[src/rtl/pgm_rom_pkg.sv]
// rtl/pgm_rom_pkg.sv - shared widths, sequencing states and loader word type for the program ROM arbiter
package pgm_rom_pkg;
  localparam int ADDR_W = 14;
  localparam int DATA_W = 16;

  typedef enum logic [1:0] {
    ST_LOAD  = 2'd0,
    ST_DRAIN = 2'd1,
    ST_RUN   = 2'd2
  } arb_state_t;

  typedef struct packed {
    logic [ADDR_W-1:0] addr;
    logic [DATA_W-1:0] data;
  } ld_word_t;
endpackage

[src/rtl/pgm_rom_arbiter_if.sv]
// rtl/pgm_rom_arbiter_if.sv - loader, CPU fetch and ROM port bundle of the program ROM arbiter
interface pgm_rom_arbiter_if;
  import pgm_rom_pkg::*;

  logic              ld_valid;
  logic              ld_ready;
  logic [ADDR_W-1:0] ld_addr;
  logic [DATA_W-1:0] ld_data;
  logic              ld_start;
  logic              ld_done;
  logic              cpu_req;
  logic [ADDR_W-1:0] cpu_addr;
  logic              cpu_gnt;
  logic              cpu_valid;
  logic [DATA_W-1:0] cpu_data;
  logic              mem_en;
  logic              mem_we;
  logic [ADDR_W-1:0] mem_addr;
  logic [DATA_W-1:0] mem_wdata;
  logic [DATA_W-1:0] mem_rdata;

  modport master (
    output ld_valid, ld_addr, ld_data, ld_start, ld_done, cpu_req, cpu_addr, mem_rdata,
    input  ld_ready, cpu_gnt, cpu_valid, cpu_data, mem_en, mem_we, mem_addr, mem_wdata
  );

  modport slave (
    input  ld_valid, ld_addr, ld_data, ld_start, ld_done, cpu_req, cpu_addr, mem_rdata,
    output ld_ready, cpu_gnt, cpu_valid, cpu_data, mem_en, mem_we, mem_addr, mem_wdata
  );
endinterface

[src/rtl/pgm_wr_fifo.sv]
// rtl/pgm_wr_fifo.sv - count-based synchronous FIFO buffering loader words ahead of ROM writes
module pgm_wr_fifo
  import pgm_rom_pkg::*;
#(
  parameter int DEPTH = 4
) (
  input  logic     clk,
  input  logic     rst_n,
  input  logic     flush,
  input  logic     push,
  input  ld_word_t push_word,
  input  logic     pop,
  output ld_word_t head_word,
  output logic     full,
  output logic     empty
);
  localparam int PTR_W = $clog2(DEPTH);
  localparam int CNT_W = PTR_W + 1;

  logic [PTR_W-1:0] wr_ptr;
  logic [PTR_W-1:0] rd_ptr;
  logic [CNT_W-1:0] count;
  ld_word_t         mem [DEPTH];
  logic             push_ok;
  logic             pop_ok;

  assign full      = (count == CNT_W'(DEPTH));
  assign empty     = (count == '0);
  assign pop_ok    = pop && !empty;
  // a push into a full buffer is still taken when the head leaves in the same cycle
  assign push_ok   = push && (!full || pop_ok);
  assign head_word = mem[rd_ptr];

  always_ff @(posedge clk or negedge rst_n) begin
    if (!rst_n) begin
      wr_ptr <= '0;
      rd_ptr <= '0;
      count  <= '0;
    end else if (flush) begin
      wr_ptr <= '0;
      rd_ptr <= '0;
      count  <= '0;
    end else begin
      if (push_ok) wr_ptr <= wr_ptr + PTR_W'(1);
      if (pop_ok)  rd_ptr <= rd_ptr + PTR_W'(1);
      case ({push_ok, pop_ok})
        2'b10:   count <= count + CNT_W'(1);
        2'b01:   count <= count - CNT_W'(1);
        default: count <= count;
      endcase
    end
  end

  always_ff @(posedge clk) begin
    if (push_ok && !flush) mem[wr_ptr] <= push_word;
  end
endmodule

[src/rtl/pgm_rom_arbiter.sv]
// rtl/pgm_rom_arbiter.sv - program ROM arbiter: buffered loader writes, LOAD/DRAIN/RUN sequencing, CPU fetch grants
// Define PGM_ROM_CHECKSUM_EN to add ld_checksum, the running sum of words accepted since ld_start/reset.
module pgm_rom_arbiter
  import pgm_rom_pkg::*;
#(
  parameter int LD_FIFO_DEPTH = 4,
  parameter int STARVE_LIMIT  = 8
) (
  input  logic               clk_74a,
  input  logic               reset_n,
  pgm_rom_arbiter_if.slave   arb,
  output logic               cpu_rst_n
`ifdef PGM_ROM_CHECKSUM_EN
  ,
  output logic [DATA_W-1:0]  ld_checksum
`endif
);
  localparam int CNT_W = $clog2(STARVE_LIMIT + 1);

  arb_state_t       state_q;
  ld_word_t         push_word;
  ld_word_t         head_word;
  logic             fifo_full;
  logic             fifo_empty;
  logic             ld_accept;
  logic             cpu_grant;
  logic             wr_issue;
  logic             starve_hit;
  logic             cpu_valid_q;
  logic [CNT_W-1:0] starve_cnt;

  assign push_word = {arb.ld_addr, arb.ld_data};
  assign ld_accept = arb.ld_valid && !fifo_full;

  pgm_wr_fifo #(.DEPTH(LD_FIFO_DEPTH)) u_wr_fifo (
    .clk       (clk_74a),
    .rst_n     (reset_n),
    .flush     (arb.ld_start),
    .push      (ld_accept),
    .push_word (push_word),
    .pop       (wr_issue),
    .head_word (head_word),
    .full      (fifo_full),
    .empty     (fifo_empty)
  );

  assign starve_hit = fifo_full && (starve_cnt == CNT_W'(STARVE_LIMIT));

  // ld_start silences the ROM port for its cycle; the buffer is being discarded anyway
  always_comb begin
    cpu_grant = 1'b0;
    wr_issue  = 1'b0;
    if (!arb.ld_start) begin
      if (state_q == ST_RUN && arb.cpu_req && !starve_hit) cpu_grant = 1'b1;
      else                                                 wr_issue  = !fifo_empty;
    end
  end

  assign arb.ld_ready  = !fifo_full;
  assign arb.cpu_gnt   = cpu_grant;
  assign arb.mem_en    = cpu_grant || wr_issue;
  assign arb.mem_we    = wr_issue;
  assign arb.mem_addr  = cpu_grant ? arb.cpu_addr : (wr_issue ? head_word.addr : '0);
  assign arb.mem_wdata = wr_issue ? head_word.data : '0;
  assign arb.cpu_valid = cpu_valid_q;
  assign arb.cpu_data  = cpu_valid_q ? arb.mem_rdata : '0;
  assign cpu_rst_n     = (state_q == ST_RUN);

  always_ff @(posedge clk_74a or negedge reset_n) begin
    if (!reset_n) begin
      state_q     <= ST_LOAD;
      starve_cnt  <= '0;
      cpu_valid_q <= 1'b0;
    end else begin
      cpu_valid_q <= cpu_grant;
      // only back-to-back grants against a full buffer count toward starvation
      starve_cnt  <= (cpu_grant && fifo_full) ? starve_cnt + CNT_W'(1) : '0;
      if (arb.ld_start) begin
        state_q <= ST_LOAD;
      end else begin
        case (state_q)
          ST_LOAD:  if (arb.ld_done) state_q <= ST_DRAIN;
          ST_DRAIN: if (fifo_empty)  state_q <= ST_RUN;
          default:  state_q <= state_q;
        endcase
      end
    end
  end

`ifdef PGM_ROM_CHECKSUM_EN
  always_ff @(posedge clk_74a or negedge reset_n) begin
    if (!reset_n)          ld_checksum <= '0;
    else if (arb.ld_start) ld_checksum <= '0;
    else if (ld_accept)    ld_checksum <= ld_checksum + arb.ld_data;
  end
`endif
endmodule

[src/flat_wrapper.sv]
// flat-port wrapper written by rule: the top's interface ports become plain ports
module pgm_rom_arbiter_flat import pgm_rom_pkg::*;
#(
  parameter int LD_FIFO_DEPTH = 4,
  parameter int STARVE_LIMIT  = 8
)
  (clk_74a, reset_n, cpu_rst_n, arb_ld_valid, arb_ld_addr, arb_ld_data, arb_ld_start, arb_ld_done, arb_cpu_req, arb_cpu_addr, arb_mem_rdata, arb_ld_ready, arb_cpu_gnt, arb_cpu_valid, arb_cpu_data, arb_mem_en, arb_mem_we, arb_mem_addr, arb_mem_wdata);
  pgm_rom_arbiter_if arb_i ();
  input  logic clk_74a;
  input  logic reset_n;
  output logic cpu_rst_n;
  input wire logic [$bits(arb_i.ld_valid)-1:0] arb_ld_valid;
  input wire logic [$bits(arb_i.ld_addr)-1:0] arb_ld_addr;
  input wire logic [$bits(arb_i.ld_data)-1:0] arb_ld_data;
  input wire logic [$bits(arb_i.ld_start)-1:0] arb_ld_start;
  input wire logic [$bits(arb_i.ld_done)-1:0] arb_ld_done;
  input wire logic [$bits(arb_i.cpu_req)-1:0] arb_cpu_req;
  input wire logic [$bits(arb_i.cpu_addr)-1:0] arb_cpu_addr;
  input wire logic [$bits(arb_i.mem_rdata)-1:0] arb_mem_rdata;
  output wire logic [$bits(arb_i.ld_ready)-1:0] arb_ld_ready;
  output wire logic [$bits(arb_i.cpu_gnt)-1:0] arb_cpu_gnt;
  output wire logic [$bits(arb_i.cpu_valid)-1:0] arb_cpu_valid;
  output wire logic [$bits(arb_i.cpu_data)-1:0] arb_cpu_data;
  output wire logic [$bits(arb_i.mem_en)-1:0] arb_mem_en;
  output wire logic [$bits(arb_i.mem_we)-1:0] arb_mem_we;
  output wire logic [$bits(arb_i.mem_addr)-1:0] arb_mem_addr;
  output wire logic [$bits(arb_i.mem_wdata)-1:0] arb_mem_wdata;
  assign arb_i.ld_valid = arb_ld_valid;
  assign arb_i.ld_addr = arb_ld_addr;
  assign arb_i.ld_data = arb_ld_data;
  assign arb_i.ld_start = arb_ld_start;
  assign arb_i.ld_done = arb_ld_done;
  assign arb_i.cpu_req = arb_cpu_req;
  assign arb_i.cpu_addr = arb_cpu_addr;
  assign arb_i.mem_rdata = arb_mem_rdata;
  assign arb_ld_ready = arb_i.ld_ready;
  assign arb_cpu_gnt = arb_i.cpu_gnt;
  assign arb_cpu_valid = arb_i.cpu_valid;
  assign arb_cpu_data = arb_i.cpu_data;
  assign arb_mem_en = arb_i.mem_en;
  assign arb_mem_we = arb_i.mem_we;
  assign arb_mem_addr = arb_i.mem_addr;
  assign arb_mem_wdata = arb_i.mem_wdata;
  pgm_rom_arbiter #(.LD_FIFO_DEPTH(LD_FIFO_DEPTH), .STARVE_LIMIT(STARVE_LIMIT)) u_core (.clk_74a(clk_74a), .reset_n(reset_n), .arb(arb_i), .cpu_rst_n(cpu_rst_n));
endmodule
[config.mk]
export PLATFORM = sky130hd
export DESIGN_NAME = pgm_rom_arbiter_flat
export DESIGN_NICKNAME = d
export VERILOG_FILES = /design/src/rtl/pgm_rom_pkg.sv /design/src/rtl/pgm_rom_arbiter_if.sv /design/src/rtl/pgm_wr_fifo.sv /design/src/rtl/pgm_rom_arbiter.sv /design/src/flat_wrapper.sv
export SDC_FILE = /design/constraint.sdc
export NUM_CORES = 1
export LEC_CHECK = 0
export ABC_AREA = 1
export CORE_UTILIZATION = 50
export DETAILED_ROUTE_END_ITERATION = 8
export DONT_BUFFER_PORTS = 1
export PLACE_DENSITY_LB_ADDON = 0.25
export SYNTH_ARGS = -nofsm -noshare
export SYNTH_HDL_FRONTEND = slang
export SYNTH_SLANG_ARGS = --single-unit
[constraint.sdc]
create_clock -name clk_74a -period 3.7 [get_ports clk_74a]
set_clock_uncertainty 0.2 [all_clocks]
set_input_delay 0.37 -clock clk_74a [delete_from_list [all_inputs] [get_ports clk_74a]]
set_output_delay 0.37 -clock clk_74a [all_outputs]
set_load 0.02 [all_outputs]
==> run summary, run 1 <==
The share of the core filled with cells in the final layout is 0.6104, and the detailed-route wire length is 11.87 mm. The number of hold buffers added after cts was 33; the die outline area was 0.01171 mm2. The tools report the residual DRC count as 0. In the final timing run, aggregate negative setup slack is 0 ns. The XOR/XNOR share of the synthesized area is 0.004658.

On the worst path, the slowest cell contributes a delay of 0.40 ns. The total number of nets in the final design is 592. The floorplan step defined a core boundary enclosing 0.01094 mm2. The number of setup buffers added after CTS is 0. The run gives 38 as the number of standard-cell rows in the floorplan. STA puts the critical path data arrival time at 2.28 ns. The floorplan step set the die height to 108.2 um. Clock tree synthesis inserted a total of 17 buffers.

Data required time of the critical path: 3.13 ns. The signal on the critical path passes through inv_1 -> ha_1 -> nand2_1 -> nor2_1 -> nand2_2 -> nand2_4 -> nand3_4 -> inv_4 -> a22o_1. The tool flagged a number of max-cap violations equal to 0.

CTS built an H-tree with a depth of 4. Synthesis produced 481 cells. Sequential cell area fraction in the yosys report: 0.7010. Entering global routing, the biggest net connects 63 pins. The half-perimeter wire length of the detailed placement result was 7.048 mm; the shortest clock period the worst path allows after layout was 2.854 ns.

Among all stages on the critical path, the largest delay is contributed by sky130_fd_sc_hd__dfrtp_1. The met1 demand-to-capacity share in global routing is 0.2554, and the routed wirelength normalized by instance count is 17.67 um. The number of port buffers works out to 0. The global routing usage summed across all routing layers came out at 0.2174. The number of unique standard cell types used by synthesis is 28.

The synthesized design contains 134 register bits. The clock latency on the worst-skew pair came out at 0.41 ns. TritonCTS built the clock tree. The repair_antennas step left the layout with diodes totalling 0. The type of the tightest min-delay check is in2reg.

The number of antenna violations at the first check in global routing came out at 0. The effective utilization at floorplan came out at 0.5158. The type of the setup path with the least slack is reg2out. The residual antenna-violating net count after detailed routing is 0. The worst setup path is launched from a flop.

During I/O placement, the number of pins put on the boundary was 118. For hold timing, the worst endpoint is u_core.u_wr_fifo.wr_ptr[1]$_DFFE_PN0P_. Of all cell types, the one taking the most synthesized area is sky130_fd_sc_hd__edfxtp_1.

Setup repair after global routing left no endpoint under its margin. After routing the design area is 0.006675 mm2. The width of the die works out to 108.2 um. Total power density per cell area: 692.7 mW/mm2.

The share of the synthesized area in the top cell type is 0.6389, and the cell area reported after detailed placement is 0.005822 mm2. For the final hold violation count, the log shows 0. Setup slack on the worst reg-to-reg path comes out at 1.28 ns. Measured slew at the worst slew-check pin: 0.9484 ns. Number of global-route vias before repair: 3639.

The run gives 209 as the violation count after the first detailed-routing iteration. Dividing the synthesized area by the synthesized cell count gives 11.73 um2. The largest fanout on the critical path is 19. The startpoint identified for the worst register-to-register timing path is u_core.u_wr_fifo.count[0]$_DFFE_PN0P_.

The proportion of layout cells with a drive suffix above 1 is 0.09962, and the cell area after synthesis is 0.005640 mm2. The final total power is 4624 uW. Busiest layer in global routing: met2. The run gives 0.3653 as the met2 global-route usage. Area share of fa/ha/maj cells after synthesis: 0.01686.

The maximum vdd ir drop was 0.4288 mV. The worst slew margin relative to its limit came out at 0.3668. For this design the static power due to leakage is 0.002506 uW.

The total overflow left after global routing is 0. Routability-driven placement finished with a final weighted congestion of 0.7353. The count of TritonRoute iterations in the first routing pass came out at 4. Along the worst hold path, the cell count comes to 4. For the number of pins exceeding their max-slew limit in the final report, the log shows 0. Yosys attributes the largest share of cell area to sky130_fd_sc_hd__edfxtp_1, sky130_fd_sc_hd__nor2_1, sky130_fd_sc_hd__dfrtp_1. The number of resized instances in the post-cts repair step is 0, and the basic-gate share of the synthesized area counting and, or, nand and nor cells is 0.1145. The post-synthesis net count is 554. The met3 track demand over resource in global routing came out at 0.06570. The tools report the number of warnings printed during yosys synthesis as 0.

The source of the worst hold timing path is arb_ld_valid. The flow ran to the end, and the final reports show no timing, DRC or antenna violations. The first-pass GRT wire length came out at 18.45 mm. The tree is rooted in a sky130_fd_sc_hd__clkbuf_16. The average via count per standard cell is 5.554. Synthesis-to-layout area growth: 18.35%.

The final route contains 3732 vias. The upper clock frequency limit was 350.4 MHz. The synthesized-area fraction occupied by ao, oa, aoi and oai cells works out to 0.1154. Setup violations remaining at the end of the flow were counted as 0. The tree built by TritonCTS fans out to 134 sinks. Counting cells, the worst reg-to-reg path comes to 7.

Clock-pin slew was measured on the worst setup and hold paths at 0.06 ns. In this run the critical register-to-register path is captured at u_core.u_wr_fifo.mem[2][15]$_DFFE_PP_. By area, the combinational part of the netlist is dominated by compound AO/OA/AOI/OAI gates. The worst setup path is captured at an output port. The fraction of synthesized area in multiplexers works out to 0. The longest clock path from root to sink contains 2 buffers. Final critical-path share of the clock period: 0.7712.
## registers in the layout, summed over array words and instances, names as in the netlist
| register | count |
|---|---|
| u_core.state_q | 2 |
| u_core.arb.cpu_valid | 1 |
| u_core.u_wr_fifo.wr_ptr | 2 |
| u_core.u_wr_fifo.mem | 120 |
| u_core.starve_cnt | 4 |
| u_core.u_wr_fifo.rd_ptr | 2 |
| u_core.u_wr_fifo.count | 3 |
## metrics by stage
| stage | setup WS, ns | hold slack, ns | std cells |
|---|---|---|---|
| floorplan | 0.8631 | -0.1256 | 481 |
| global placement | 1.279 | -0.1252 | 607 |
| detailed placement | 1.260 | -0.1252 | 607 |
| CTS | 0.8108 | 0.003697 | 672 |
| global route | 0.6777 | 0.05146 | 672 |
| finish | 0.8464 | 0.02564 | 672 |
## report_power, final
part           switching, uW  internal [uW]  leakage, uW
sequential              50.8           1760      0.00128
clock                    583            903     0.000256
combinational            975            356     0.000974
total                   1610           3010      0.00251
## how the worst max path moves through the flow
| stage | from | end | slack, ns | depth (start not counted) |
|---|---|---|---|---|
| final | u_core.starve_cnt[0]$_DFF_PN0_ | arb_mem_addr[11] | 0.85 | 9 |
| after global routing | u_core.starve_cnt[0]$_DFF_PN0_ | arb_mem_addr[7] | 0.68 | 9 |
| after CTS | u_core.starve_cnt[0]$_DFF_PN0_ | arb_mem_addr[7] | 0.81 | 9 |
| after detailed placement | u_core.u_wr_fifo.count[0]$_DFFE_PN0P_ | u_core.u_wr_fifo.mem[2][4]$_DFFE_PP_ | 1.26 | 7 |
| after global placement | u_core.u_wr_fifo.count[0]$_DFFE_PN0P_ | u_core.u_wr_fifo.mem[2][4]$_DFFE_PP_ | 1.28 | 7 |
| after floorplan | u_core.u_wr_fifo.count[0]$_DFFE_PN0P_ | u_core.u_wr_fifo.mem[0][0]$_DFFE_PP_ | 0.86 | 6 |
## per-layer routing
metal,share of wire,vias up
li1,-,1757
met1,0.41,1808
met2,0.51,150
met3,0.063,17
met4,0.014,0
met5,0,-
## critical path: cells and delay by family (launching register included)
family / cells / cell delay [ns]
flip-flops: 1 / 0.40
buffers and inverters: 2 / 0.39
AND/OR/NAND/NOR: 5 / 0.61
adder cells (fa/ha/maj): 1 / 0.13
AO/OA/AOI/OAI: 1 / 0.31
## synthesized netlist by cell type
cell type / count
sky130_fd_sc_hd__nor2_4: 2
sky130_fd_sc_hd__dfrtp_1: 14
sky130_fd_sc_hd__inv_4: 1
sky130_fd_sc_hd__a21oi_1: 19
sky130_fd_sc_hd__edfxtp_1: 120
sky130_fd_sc_hd__o22ai_1: 15
sky130_fd_sc_hd__fa_1: 1
sky130_fd_sc_hd__a22o_1: 14
sky130_fd_sc_hd__xnor2_1: 2
sky130_fd_sc_hd__nand3_4: 1
sky130_fd_sc_hd__o21ai_1: 2
sky130_fd_sc_hd__ha_1: 6
sky130_fd_sc_hd__nor3_1: 1
sky130_fd_sc_hd__xor2_1: 1
sky130_fd_sc_hd__buf_2: 6
sky130_fd_sc_hd__o21ai_0: 64
sky130_fd_sc_hd__and3_1: 1
sky130_fd_sc_hd__nand2_2: 2
sky130_fd_sc_hd__nor2_1: 105
sky130_fd_sc_hd__nand2_4: 1
sky130_fd_sc_hd__a21oi_2: 1
sky130_fd_sc_hd__inv_1: 36
sky130_fd_sc_hd__clkbuf_1: 16
sky130_fd_sc_hd__inv_2: 4
sky130_fd_sc_hd__nand3_1: 7
sky130_fd_sc_hd__nand4_1: 1
sky130_fd_sc_hd__buf_6: 2
sky130_fd_sc_hd__nand2_1: 36
## layout make-up
type	instances	area, um2
flip-flops and latches	134	3955
repair buffers	43	417.9
inverters	41	156.4
clock inverters	13	90.09
well taps	140	175.2
multi-input cells	282	1448
fillers	869	4260
clock buffers	19	432.9
## logic make-up (layout without fill, tap and decap cells)
kind of cell / Yosys count / in the layout
AO/OA/AOI/OAI: 115 / 115
AND/OR/NAND/NOR: 157 / 157
flip-flops: 134 / 134
buffers and inverters: 65 / 116
adder cells (fa/ha/maj): 7 / 7
XOR/XNOR: 3 / 3
## layout by cell type (no fill, tap or decap), types with 7 or more instances in the layout
cell,n
sky130_fd_sc_hd__a21oi_1,19
sky130_fd_sc_hd__a22o_1,14
sky130_fd_sc_hd__buf_4,9
sky130_fd_sc_hd__clkbuf_16,17
sky130_fd_sc_hd__dfrtp_1,13
sky130_fd_sc_hd__dlygate4sd3_1,33
sky130_fd_sc_hd__edfxtp_1,120
sky130_fd_sc_hd__inv_1,36
sky130_fd_sc_hd__nand2_1,36
sky130_fd_sc_hd__nand3_1,7
sky130_fd_sc_hd__nor2_1,101
sky130_fd_sc_hd__o21ai_0,64
sky130_fd_sc_hd__o22ai_1,15
(Power assumes the default switching activity.)
==> inputs of run 2 (changes only) <==
Clock period 3.7 ns to 2.35 ns, I/O delays scaled along.
==> run 2 against run 1 <==
Net effect:
- the run now ends with negative setup slack left
- design area grew 11%
- sequential share of layout area shrank 5.6 points
- via count grew 2.9%
- non-clock buffer count grew 38
- worst hold slack lost 0.0018 ns
- sequential power grew 59%
- power grew 81%
- clock-buffer cell count shrank 1
- setup slack lost 0.94 ns
- critical path depth is the same
- core utilization grew 6.4 points
- critical path type unchanged
- highest routed layer unchanged
==> run summary, run 2 (same netlist as run 1, synthesis figures left out) <==
The total power density per cell area came out at 1133 mW/mm2 (was 692.7 mW/mm2). The H-tree level count is 4 (unchanged). The register with the most flip-flops was u_core.u_wr_fifo.mem (unchanged). The synthesis-to-layout area growth was 30.79% (was 18.35%). The tools report the clock buffer count from CTS as 17 (unchanged). The buffer cell driving the clock tree root was sky130_fd_sc_hd__clkbuf_16 (unchanged). The number of global-route vias before repair was 3875 (was 3639); the number of antenna violations at the first check in global routing was 0 (unchanged). The run finished, with violations left. The clock sink total is 134 (unchanged). The critical register-to-register path startpoint is u_core.starve_cnt[0]$_DFF_PN0_ (was u_core.u_wr_fifo.count[0]$_DFFE_PN0P_). The number of cells on the worst hold path works out to 4 (unchanged).

The vertical die dimension works out to 108.2 um (unchanged). TritonCTS built the clock tree. Based on the critical path, the design can be clocked at up to 409.0 MHz.

The remaining global-route overflow was 0 (unchanged); the measured slew at the worst slew-check pin was 0.6986 ns (was 0.9484 ns). The tools report the final estimated routing congestion in global placement as 0.7994 (was 0.7353). Clock latency on the worst-skew pair: 0.41 ns (about the same). The proportion of layout cells with a drive suffix above 1 works out to 0.2242 (was 0.09962). Type of the setup path with the least slack: reg2out (unchanged). Counting I/O delays and the setup requirement, the final critical path takes 2.445 ns.

The total of max-cap violations is 0 (unchanged). Type of the tightest min-delay check: in2reg (unchanged). The startpoint type of the worst setup path was a flop (unchanged). Origin of the worst setup path: u_core.starve_cnt[0]$_DFF_PN0_ (unchanged). The half-perimeter wire length of the detailed placement result was 6.885 mm (was 7.048 mm).

The routed wirelength normalized by instance count came out at 17.45 um (was 17.67 um). The final number of setup-violating endpoints came out at 31 (was 0). Source of the worst hold timing path: arb_ld_start (was arb_ld_valid). The effective utilization at floorplan is 0.5158 (unchanged), and the count of TritonRoute iterations in the first routing pass is 7 (was 4).

The run gives 5555 uW (was 3015 uW) as the internal power. The maximum vdd ir drop is 0.5907 mV (was 0.4288 mV). The maximum number of pins on one net before global-route repair is 45 (was 63). The run gives 2.01 ns (was 2.28 ns) as the arrival time reported for the critical path endpoint.

The checks that failed: negative setup slack. The width of the die is 108.2 um (unchanged), and the worst slew margin relative to its limit is 0.5327 (was 0.3668). The number of flip-flops in the largest register was 120 (unchanged). The fraction of power consumed by sequential logic is 0.343 (was 0.391). The die outline area is 0.01171 mm2 (unchanged), and the share of the core filled with cells in the final layout is 0.6746 (was 0.6104). The run gives 261 (was 209) as the violation count after the first detailed-routing iteration. The total number of vias is 3841 (was 3732). The commonest non-fill, non-tap cell in the layout is sky130_fd_sc_hd__edfxtp_1 (unchanged). The final critical-path share of the clock period was 1.040; the number of pins exceeding their max-slew limit in the final report was 0 (unchanged). The residual DRC count was 0 (unchanged); the number of port buffers was 0 (unchanged).

The number of antenna repair diodes was 0 (unchanged); the largest fanout on the critical path was 15 (was 19). The global routing usage summed across all routing layers was 0.2210 (was 0.2174); the final hold violation count was 0 (unchanged). The net switching fraction of the power came out at 0.3356 (was 0.3480). The core footprint came out at 0.01094 mm2 (unchanged). Largest registers: u_core.u_wr_fifo.mem: 120 flops, u_core.starve_cnt: 4 flops, u_core.u_wr_fifo.count: 3 flops (unchanged).

The logs give -0.09490 ns (was 0.8464 ns) for the worst path setup slack after routing and 1.91 ns (was 3.13 ns) for the data required time of the critical path. The logs give 0.333 (was 0.288) for the fraction of power consumed by combinational cells and 19.13 mm (was 18.45 mm) for the first-pass GRT wire length. The clock-pin slew of the registers on the worst-case setup and hold paths came out at 0.06 ns (about the same). The part of the total power dissipated in the clock network was 0.324 (was 0.321); the average via count per standard cell was 5.402 (was 5.554). The tools report the total number of nets in the final design as 631 (was 592). Setup repair after global routing could not meet its margin everywhere. The number of standard-cell rows in the floorplan was 38 (unchanged). The logs give 0.007377 mm2 (was 0.006675 mm2) for the final non-filler cell area and 2806 uW (was 1609 uW) for the switching power total. The worst-case reg-to-reg path depth came out at 12 (was 7). The detailed-route wire length came out at 12.41 mm (was 11.87 mm). The tools report the type of element capturing the critical path as an output port (unchanged). The cell area reported after detailed placement is 0.006057 mm2 (was 0.005822 mm2), and the I/O pin count is 118 (unchanged). Most frequent cells in the layout: sky130_fd_sc_hd__edfxtp_1, sky130_fd_sc_hd__nor2_1, sky130_fd_sc_hd__o21ai_0 (unchanged). The residual antenna-violating net count after detailed routing was 0 (unchanged). The leakage component of the power is 0.002805 uW (was 0.002506 uW). The buffer levels on the longest clock path came out at 2 (unchanged).
==> run 2: cell types whose count changed in the layout (fill, tap and decap cells not counted), moves of 4 or more <==
cell                            previous run  this run
sky130_fd_sc_hd__a22o_4                    0         5
sky130_fd_sc_hd__buf_12                    1         7
sky130_fd_sc_hd__a22o_1                   14         2
sky130_fd_sc_hd__a21oi_1                  19         3
sky130_fd_sc_hd__buf_6                     0        10
sky130_fd_sc_hd__a22o_2                    0         7
sky130_fd_sc_hd__a21oi_2                   1        12
sky130_fd_sc_hd__dlygate4sd3_1            33        37
sky130_fd_sc_hd__buf_4                     9        26
sky130_fd_sc_hd__a21oi_4                   0         5
==> run 2: timing repair <==
item | CTS | global route
cloned | 1 | 0
endpoints found under the hold margin | 145 | 0
hold buffers | 37 | 0
resized for setup | 28 | 30
setup buffers | 8 | 3
pin swaps | 8 | 4
setup endpoints to repair | 31 | 38
==> run 2: cell type report <==
type / instances / area (um2)
Clock buffer: 18 / 429.2
Clock inverter: 14 / 183.9
Fill cell: 758 / 3558
Inverter: 41 / 161.4
Multi-Input combinational cell: 283 / 1638
Sequential cell: 134 / 3956
Tap cell: 140 / 175.2
Timing Repair Buffer: 81 / 833.3
==> run 2: worst paths after layout <==
kind,to,slack [ns]
setup / recovery,arb_mem_addr[1],-0.09
hold / removal,u_core.state_q[0]$_DFFE_PN0P_,0.02
setup reg to reg,u_core.starve_cnt[3]$_DFF_PN0_,-0.03
hold reg to reg,u_core.u_wr_fifo.count[0]$_DFFE_PN0P_,0.36
max in group asynchronous,u_core.u_wr_fifo.count[0]$_DFFE_PN0P_,1.35
min in group asynchronous,u_core.state_q[1]$_DFFE_PN0P_,0.12
==> run 2: routing by layer <==
layer / wire length [um] / track usage / part of all wire
met2: 6459 / 0.3749 / 0.52
met1: 5183 / 0.2751 / 0.42
met4: 105 / 0.06556 / 0.0085
met3: 658 / 0.06269 / 0.053
met5: 0 / 0 / 0
==> run 2: power by group through the flow <==
stage | Clock (uW) | Combinational, uW | Sequential [uW]
after floorplan | 0 | 1620 | 2870
after global placement | 0 | 2240 | 2900
after detailed placement | 0 | 2290 | 2910
after CTS | 2750 | 2610 | 2860
after global routing | 2850 | 3030 | 2890
final | 2710 | 2780 | 2870
==> run 2: stage by stage <==
step | power, uW | setup WS, ns | TNS (ns) | hold WS, ns | cells
floorplan | 4491 | -0.4869 | -58.43 | -0.2606 | 481
global placement | 5143 | 0.1542 | 0 | -0.2603 | 630
detailed placement | 5197 | 0.09498 | 0 | -0.2603 | 630
CTS | 8225 | -0.08014 | -1.245 | 0.004101 | 708
global route | 8764 | -0.1979 | -5.169 | 0.04722 | 711
finish | 8361 | -0.09490 | -1.562 | 0.02382 | 711
==> run 2: critical path: stages (launching register included) <==
cell,delay [ns]
sky130_fd_sc_hd__dfrtp_1,0.39
sky130_fd_sc_hd__inv_1,0.07
sky130_fd_sc_hd__ha_1,0.15
sky130_fd_sc_hd__nand2_1,0.06
sky130_fd_sc_hd__nor2_2,0.09
sky130_fd_sc_hd__nand2_2,0.07
sky130_fd_sc_hd__nand2_4,0.09
sky130_fd_sc_hd__nand3_4,0.18
sky130_fd_sc_hd__inv_8,0.21
sky130_fd_sc_hd__a22o_1,0.27
